$ cat src/rtl/strobe_gen_pkg.sv
// Shared types and constants for the multi-channel strobe divider.
// Holds the channel FSM encoding, reset values and the channel-index width helper.
package strobe_gen_pkg;

    localparam logic [1:0] ST_IDLE = 2'd0;
    localparam logic [1:0] ST_RUN  = 2'd1;
    localparam logic [1:0] ST_HOLD = 2'd2;

    typedef enum logic [1:0] {
        S_IDLE = ST_IDLE,
        S_RUN  = ST_RUN,
        S_HOLD = ST_HOLD
    } state_e;

    localparam state_e STATE_RST = S_IDLE;
    localparam logic   PULSE_RST = 1'b0;
    localparam logic   PEND_RST  = 1'b0;

    // Channel select width; a single channel still needs a 1-bit select port.
    function automatic int ch_idx_w(input int n);
        return (n <= 1) ? 1 : $clog2(n);
    endfunction

endpackage

$ cat src/rtl/strobe_gen_chan.sv
// One strobe divider channel: shadow config, IDLE/RUN/HOLD FSM, tick counter and
// burst counter. Outputs are registered single-cycle pulses.
module strobe_gen_chan
    import strobe_gen_pkg::*;
#(
    parameter int WIDTH   = 16,
    parameter int BURST_W = 8
) (
    input  logic               clk,
    input  logic               rst_n,
    input  logic               enable,
    input  logic               strobe_in,
    input  logic               cfg_wr,
    input  logic [WIDTH-1:0]   cfg_rate,
    input  logic [WIDTH-1:0]   cfg_phase,
    input  logic [BURST_W-1:0] cfg_burst_len,
    output logic               strobe,
    output logic               busy,
    output logic               done
);

    state_e             state_q, state_d;
    logic [WIDTH-1:0]   count_q, count_d;
    logic [BURST_W-1:0] rem_q, rem_d;
    logic [WIDTH-1:0]   sh_rate_q, sh_rate_d;
    logic [WIDTH-1:0]   sh_phase_q, sh_phase_d;
    logic [BURST_W-1:0] sh_burst_q, sh_burst_d;
    logic               pend_q, pend_d;
    logic [WIDTH-1:0]   act_rate_q, act_rate_d;
    logic [BURST_W-1:0] act_burst_q, act_burst_d;
    logic               strobe_q, strobe_d;
    logic               done_q, done_d;

    always_comb begin
        state_d     = state_q;
        count_d     = count_q;
        rem_d       = rem_q;
        sh_rate_d   = sh_rate_q;
        sh_phase_d  = sh_phase_q;
        sh_burst_d  = sh_burst_q;
        pend_d      = pend_q;
        act_rate_d  = act_rate_q;
        act_burst_d = act_burst_q;
        strobe_d    = 1'b0;
        done_d      = 1'b0;

        if (!enable) begin
            state_d = S_IDLE;
            count_d = '0;
        end else begin
            case (state_q)
                S_IDLE: begin
                    // Load cycle: any strobe_in tick here is deliberately not counted.
                    state_d     = S_RUN;
                    count_d     = sh_phase_q;
                    rem_d       = sh_burst_q;
                    act_rate_d  = sh_rate_q;
                    act_burst_d = sh_burst_q;
                    pend_d      = 1'b0;
                end
                S_RUN: begin
                    if (strobe_in) begin
                        if (count_q != '0) begin
                            count_d = count_q - WIDTH'(1);
                        end else begin
                            strobe_d = 1'b1;
                            // pend_q reflects writes strictly before this cycle only.
                            if (pend_q) begin
                                count_d    = sh_rate_q;
                                act_rate_d = sh_rate_q;
                                pend_d     = 1'b0;
                            end else begin
                                count_d = act_rate_q;
                            end
                            if (act_burst_q != '0) begin
                                rem_d = rem_q - BURST_W'(1);
                                if (rem_q == BURST_W'(1)) begin
                                    done_d  = 1'b1;
                                    state_d = S_HOLD;
                                end
                            end
                        end
                    end
                end
                S_HOLD: begin
                    state_d = S_HOLD;
                end
                default: begin
                    state_d = S_IDLE;
                end
            endcase
        end

        if (cfg_wr) begin
            sh_rate_d  = cfg_rate;
            sh_phase_d = cfg_phase;
            sh_burst_d = cfg_burst_len;
            pend_d     = 1'b1;
        end
    end

    always_ff @(posedge clk or negedge rst_n) begin
        if (!rst_n) begin
            state_q     <= STATE_RST;
            count_q     <= '0;
            rem_q       <= '0;
            sh_rate_q   <= '0;
            sh_phase_q  <= '0;
            sh_burst_q  <= '0;
            pend_q      <= PEND_RST;
            act_rate_q  <= '0;
            act_burst_q <= '0;
            strobe_q    <= PULSE_RST;
            done_q      <= PULSE_RST;
        end else begin
            state_q     <= state_d;
            count_q     <= count_d;
            rem_q       <= rem_d;
            sh_rate_q   <= sh_rate_d;
            sh_phase_q  <= sh_phase_d;
            sh_burst_q  <= sh_burst_d;
            pend_q      <= pend_d;
            act_rate_q  <= act_rate_d;
            act_burst_q <= act_burst_d;
            strobe_q    <= strobe_d;
            done_q      <= done_d;
        end
    end

    assign strobe = strobe_q;
    assign done   = done_q;
    assign busy   = (state_q == S_RUN);

endmodule

$ cat src/rtl/strobe_gen_multi.sv
// Multi-channel strobe divider: one strobe_gen_chan per channel sharing strobe_in,
// with the config write port decoded by cfg_ch (out-of-range selects are dropped).
module strobe_gen_multi
    import strobe_gen_pkg::*;
#(
    parameter int WIDTH   = 16,
    parameter int NUM_CH  = 4,
    parameter int BURST_W = 8
) (
    input  logic                            clk,
    input  logic                            rst_n,
    input  logic [NUM_CH-1:0]               enable,
    input  logic                            strobe_in,
    input  logic                            cfg_wr,
    input  logic [ch_idx_w(NUM_CH)-1:0]     cfg_ch,
    input  logic [WIDTH-1:0]                cfg_rate,
    input  logic [WIDTH-1:0]                cfg_phase,
    input  logic [BURST_W-1:0]              cfg_burst_len,
    output logic [NUM_CH-1:0]               strobe,
    output logic [NUM_CH-1:0]               busy,
    output logic [NUM_CH-1:0]               done
);

    localparam int CH_W = ch_idx_w(NUM_CH);

    logic [NUM_CH-1:0] wr_sel;

    for (genvar gi = 0; gi < NUM_CH; gi++) begin : g_ch
        assign wr_sel[gi] = cfg_wr && (cfg_ch == CH_W'(gi));

        strobe_gen_chan #(
            .WIDTH   (WIDTH),
            .BURST_W (BURST_W)
        ) u_chan (
            .clk           (clk),
            .rst_n         (rst_n),
            .enable        (enable[gi]),
            .strobe_in     (strobe_in),
            .cfg_wr        (wr_sel[gi]),
            .cfg_rate      (cfg_rate),
            .cfg_phase     (cfg_phase),
            .cfg_burst_len (cfg_burst_len),
            .strobe        (strobe[gi]),
            .busy          (busy[gi]),
            .done          (done[gi])
        );
    end

endmodule

$ cat config.mk
export PLATFORM = sky130hd
export DESIGN_NAME = strobe_gen_multi
export DESIGN_NICKNAME = d
export VERILOG_FILES = /design/src/rtl/strobe_gen_pkg.sv /design/src/rtl/strobe_gen_chan.sv /design/src/rtl/strobe_gen_multi.sv
export SDC_FILE = /design/constraint.sdc
export NUM_CORES = 1
export LEC_CHECK = 0
export ABC_CLOCK_PERIOD_IN_PS = 3300
export BUFFER_PORTS_ARGS = -buffer_cell sky130_fd_sc_hd__buf_2
export CELL_PAD_IN_SITES_DETAIL_PLACEMENT = 1
export CELL_PAD_IN_SITES_GLOBAL_PLACEMENT = 1
export CORE_UTILIZATION = 40
export CTS_CLUSTER_DIAMETER = 200
export CTS_CLUSTER_SIZE = 20
export DETAILED_ROUTE_END_ITERATION = 10
export GPL_TIMING_DRIVEN = 0
export PLACE_DENSITY_LB_ADDON = 0.1
export SYNTH_ARGS = -nofsm -noshare
export SYNTH_HDL_FRONTEND = slang
export SYNTH_SLANG_ARGS = --single-unit
$ cat constraint.sdc
create_clock -name clk -period 3.3 [get_ports clk]
set_input_delay 0.165 -clock clk [delete_from_list [all_inputs] [get_ports clk]]
set_output_delay 0.165 -clock clk [all_outputs]
set_load 0.05 [all_outputs]
==> results.toml <==
[outcome]
status = "finished clean"

[pwr]
ir_worst_vdd_mv = 0.485
seq_power_share = 0.394
swShare = 0.419
p_int_uw = 10900
p_leak_uw = 0.00878
p_sw_uw = 7860
power_density_nw_per_um2 = 905
total_power_uw = 18800
pwr-share-comb = 0.456
clockPowerShare = 0.150

[layout]
multiInputGateArea_um2 = 8860
n_fill_cell = 4946
postLayoutCellArea_um2 = 20700
layout.cells.non_filler = 2350
syn2layout_area_growth_pct = 9.76
seq_area_um2 = 9310
finalNetCount = 1819
drive_gt1_frac = 0.230

[global_routing]
grt_pass1_vias = 14200
globalRouteTotalUtil = 0.248
antenna_found_initial = 9
grt_max_degree = 116
grt_pass1_wl_mm = 89.8
grt_overflow = 0

[timing]
final-setup-viol-count = 0
finalCriticalPeriod_ns = 2.88
hold_viol = 0
rsz0062_at_grt = "false"
skew_ns = 0.0211
slew_headroom = 0.386
worst_pin_slew_ns = 0.919
fin_crit_sh = 0.872
finalMaxSlewViolations = 0
max_freq_mhz = 347

[setup_path]
cp.buffers_inverters = 3
path_max_fanout = 10
worstSetupStartpointType = "flop"
end_kind = "flop"
cp.required_ns = 3.78
crit_slowest_cell = "nor3b_2"
arrival_ns = 3.36
slowest_delay_ns = 0.64
path_delay_family = "buffers and inverters"
crit_type = "reg -> reg"
path_common_cell = "clkbuf_1"
path_cells = "inv_1, ha_1, clkbuf_1, nor2b_1, nor3b_2, clkbuf_1, nand2_1, a32oi_1"

[logic_synthesis]
synth_area_um2 = 18900
yosys_warnings = 0
syn_nets = 1722
yosysUniqueCellTypes = 92
yosysSeqAreaShare = 0.493
synth_ff_type = "dfrtp_1"
synth_common_cells = "dfrtp_1 (372), mux2_2 (225), nand2_1 (103)"
yosys-top-cells-area = "dfrtp_1 (49%), mux2_2 (13%), mux2i_1 (3.9%), o21ai_0 (2.1%), nand2_1 (2.0%)"
synth_area_leader_cell = "dfrtp_1"
synth_seq_cells = 372
yosysMostFrequentCell = "dfrtp_1"
synth_top_area_share = 0.493
synth_edf_count = 0
syn_area_per_cell_um2 = 11.5
synthArstFlopShare = 1.00
postSynthCellCount = 1644

[floorplanning]
die_h_um = 219
start_util = 0.405
io_pins = 62
rows = 79
chipWidth_um = 219
die_area_um2 = 48100
coreArea_um2 = 46600

[placed_design]
io_buffers = 60
gp_congestion = 0.837
place_area_um2 = 20000
place_inst = 2314
place_hpwl_mm = 41.0

[drt]
totalWireLength_mm = 57.8
drc = 0
drtIter0Drc = 921
wl_per_cell_um = 24.6
via_per_inst = 5.88
dr_total_vias = 13800
ant_nets = 0
drt_first_pass_iters = 5

[cts]
cts_tree = "done"
cts.clk_slew.worst_paths_ns = 0.09
cts_buffers = 22
insertion_delay_ns = 0.57
root_buffer = "clkbuf_16"
clock_sinks = 372
htree_levels = 1
ctsResizeCount = 0
max-clock-path-buffers = 3

[run]
cap_violations = 0

[hold_path]
hold_path_class = "in -> reg"
-- power by group through the flow --
stage          Clock, µW  Combinational (µW)  Sequential (µW)
2_1_floorplan          0                6330             7040
3_3_place_gp           0                8310             7370
3_5_place_dp           0                8540             7460
4_1_cts             2930                8600             7370
5_1_grt             3050                9400             7620
6_report            2810                8560             7390
-- final timing paths --
kind	start	to	slack, ns	cells after the start
min in group asynchronous	rst_n	g_ch[1].u_chan.strobe	0.15	2
min reg2reg	g_ch[1].u_chan.act_rate_q[12]	g_ch[1].u_chan.act_rate_q[12]	0.48	1
max in group asynchronous	rst_n	g_ch[3].u_chan.act_rate_q[8]	1.76	4
max reg2reg	g_ch[0].u_chan.state_q[1]	g_ch[0].u_chan.count_q[13]	0.42	8
max	g_ch[0].u_chan.state_q[1]	g_ch[0].u_chan.count_q[13]	0.42	8
min	cfg_rate[1]	g_ch[3].u_chan.sh_rate_q[1]	0.001	2
-- state kept, by name, summed over array words and instances, names as in the netlist --
signal and count:
g_ch.u_chan.act_burst_q 32, g_ch.u_chan.act_rate_q 64, g_ch.u_chan.count_q 64, g_ch.u_chan.done 4, g_ch.u_chan.pend_q 4, g_ch.u_chan.rem_q 32
g_ch.u_chan.sh_burst_q 32, g_ch.u_chan.sh_phase_q 64, g_ch.u_chan.sh_rate_q 64, g_ch.u_chan.state_q 8, g_ch.u_chan.strobe 4
-- cell families after synthesis --
group,Yosys count,share of synthesized area
buf+inv,145,0.0375
xor+xnor,7,0.00325
flops,372,0.493
simple gates,417,0.127
mux,332,0.193
fa+ha+maj,28,0.0186
compound gates,343,0.127
-- repair_timing --
action / 4_1_cts / 5_1_grt
setup buffers: 0 / 0
setup endpoints to repair: 0 / 0
hold buffers: 10 / 0
hold endpoints to repair: 108 / 0
-- metal layers --
metal  track usage  routed length [µm]
met5             0                   0
met4        0.0706                1480
met3        0.0287                2090
met2         0.399               27000
met1         0.350               27200
-- cells in the final DEF (no fill, tap or decap), types with 7 or more instances in the layout --
cell	n
nor3_1	35
o22ai_1	17
nor2b_1	16
buf_2	76
mux2i_1	74
nand3b_1	7
a31oi_1	14
inv_1	43
clkbuf_1	38
o21ai_0	79
buf_4	23
nand2b_1	9
a221o_1	16
mux2_1	33
buf_1	17
and4_1	8
a311oi_1	12
nor3b_1	14
and3_1	11
o31ai_1	13
nand4_1	19
dlygate4sd3_1	10
nand3_1	45
nor4_1	20
a22oi_1	7
clkbuf_16	23
nand2_1	103
ha_1	28
nor2_1	68
mux2_2	225
a21oi_1	72
a22o_1	9
or4_1	10
and2_1	8
a21o_1	16
dfrtp_1	372
-- final cells by class --
class,instances,share of cell area
multi-input cells,1127,0.428
plain buffers,102,0.0264
clock buffers,23,0.0278
well taps,607,0.0367
inverters,43,0.00779
diodes,2,0.000242
flip-flops and latches,372,0.449
clock inverters,1,0.000423
repair buffers,73,0.0238
-- per-stage QoR --
step	hold slack, ns	setup TNS [ns]	util	setup slack, ns
final	0.00102	0	0.445	0.421
after global routing	0.00123	0	0.445	0.156
after CTS	0.00307	0	0.445	0.420
after detailed placement	0.199	0	0.430	0.450
after global placement	0.458	-2080.87	0.428	-5.66
after floorplan	-0.131	0	-	1.13
Note: power is estimated with default switching activity, not from simulation.
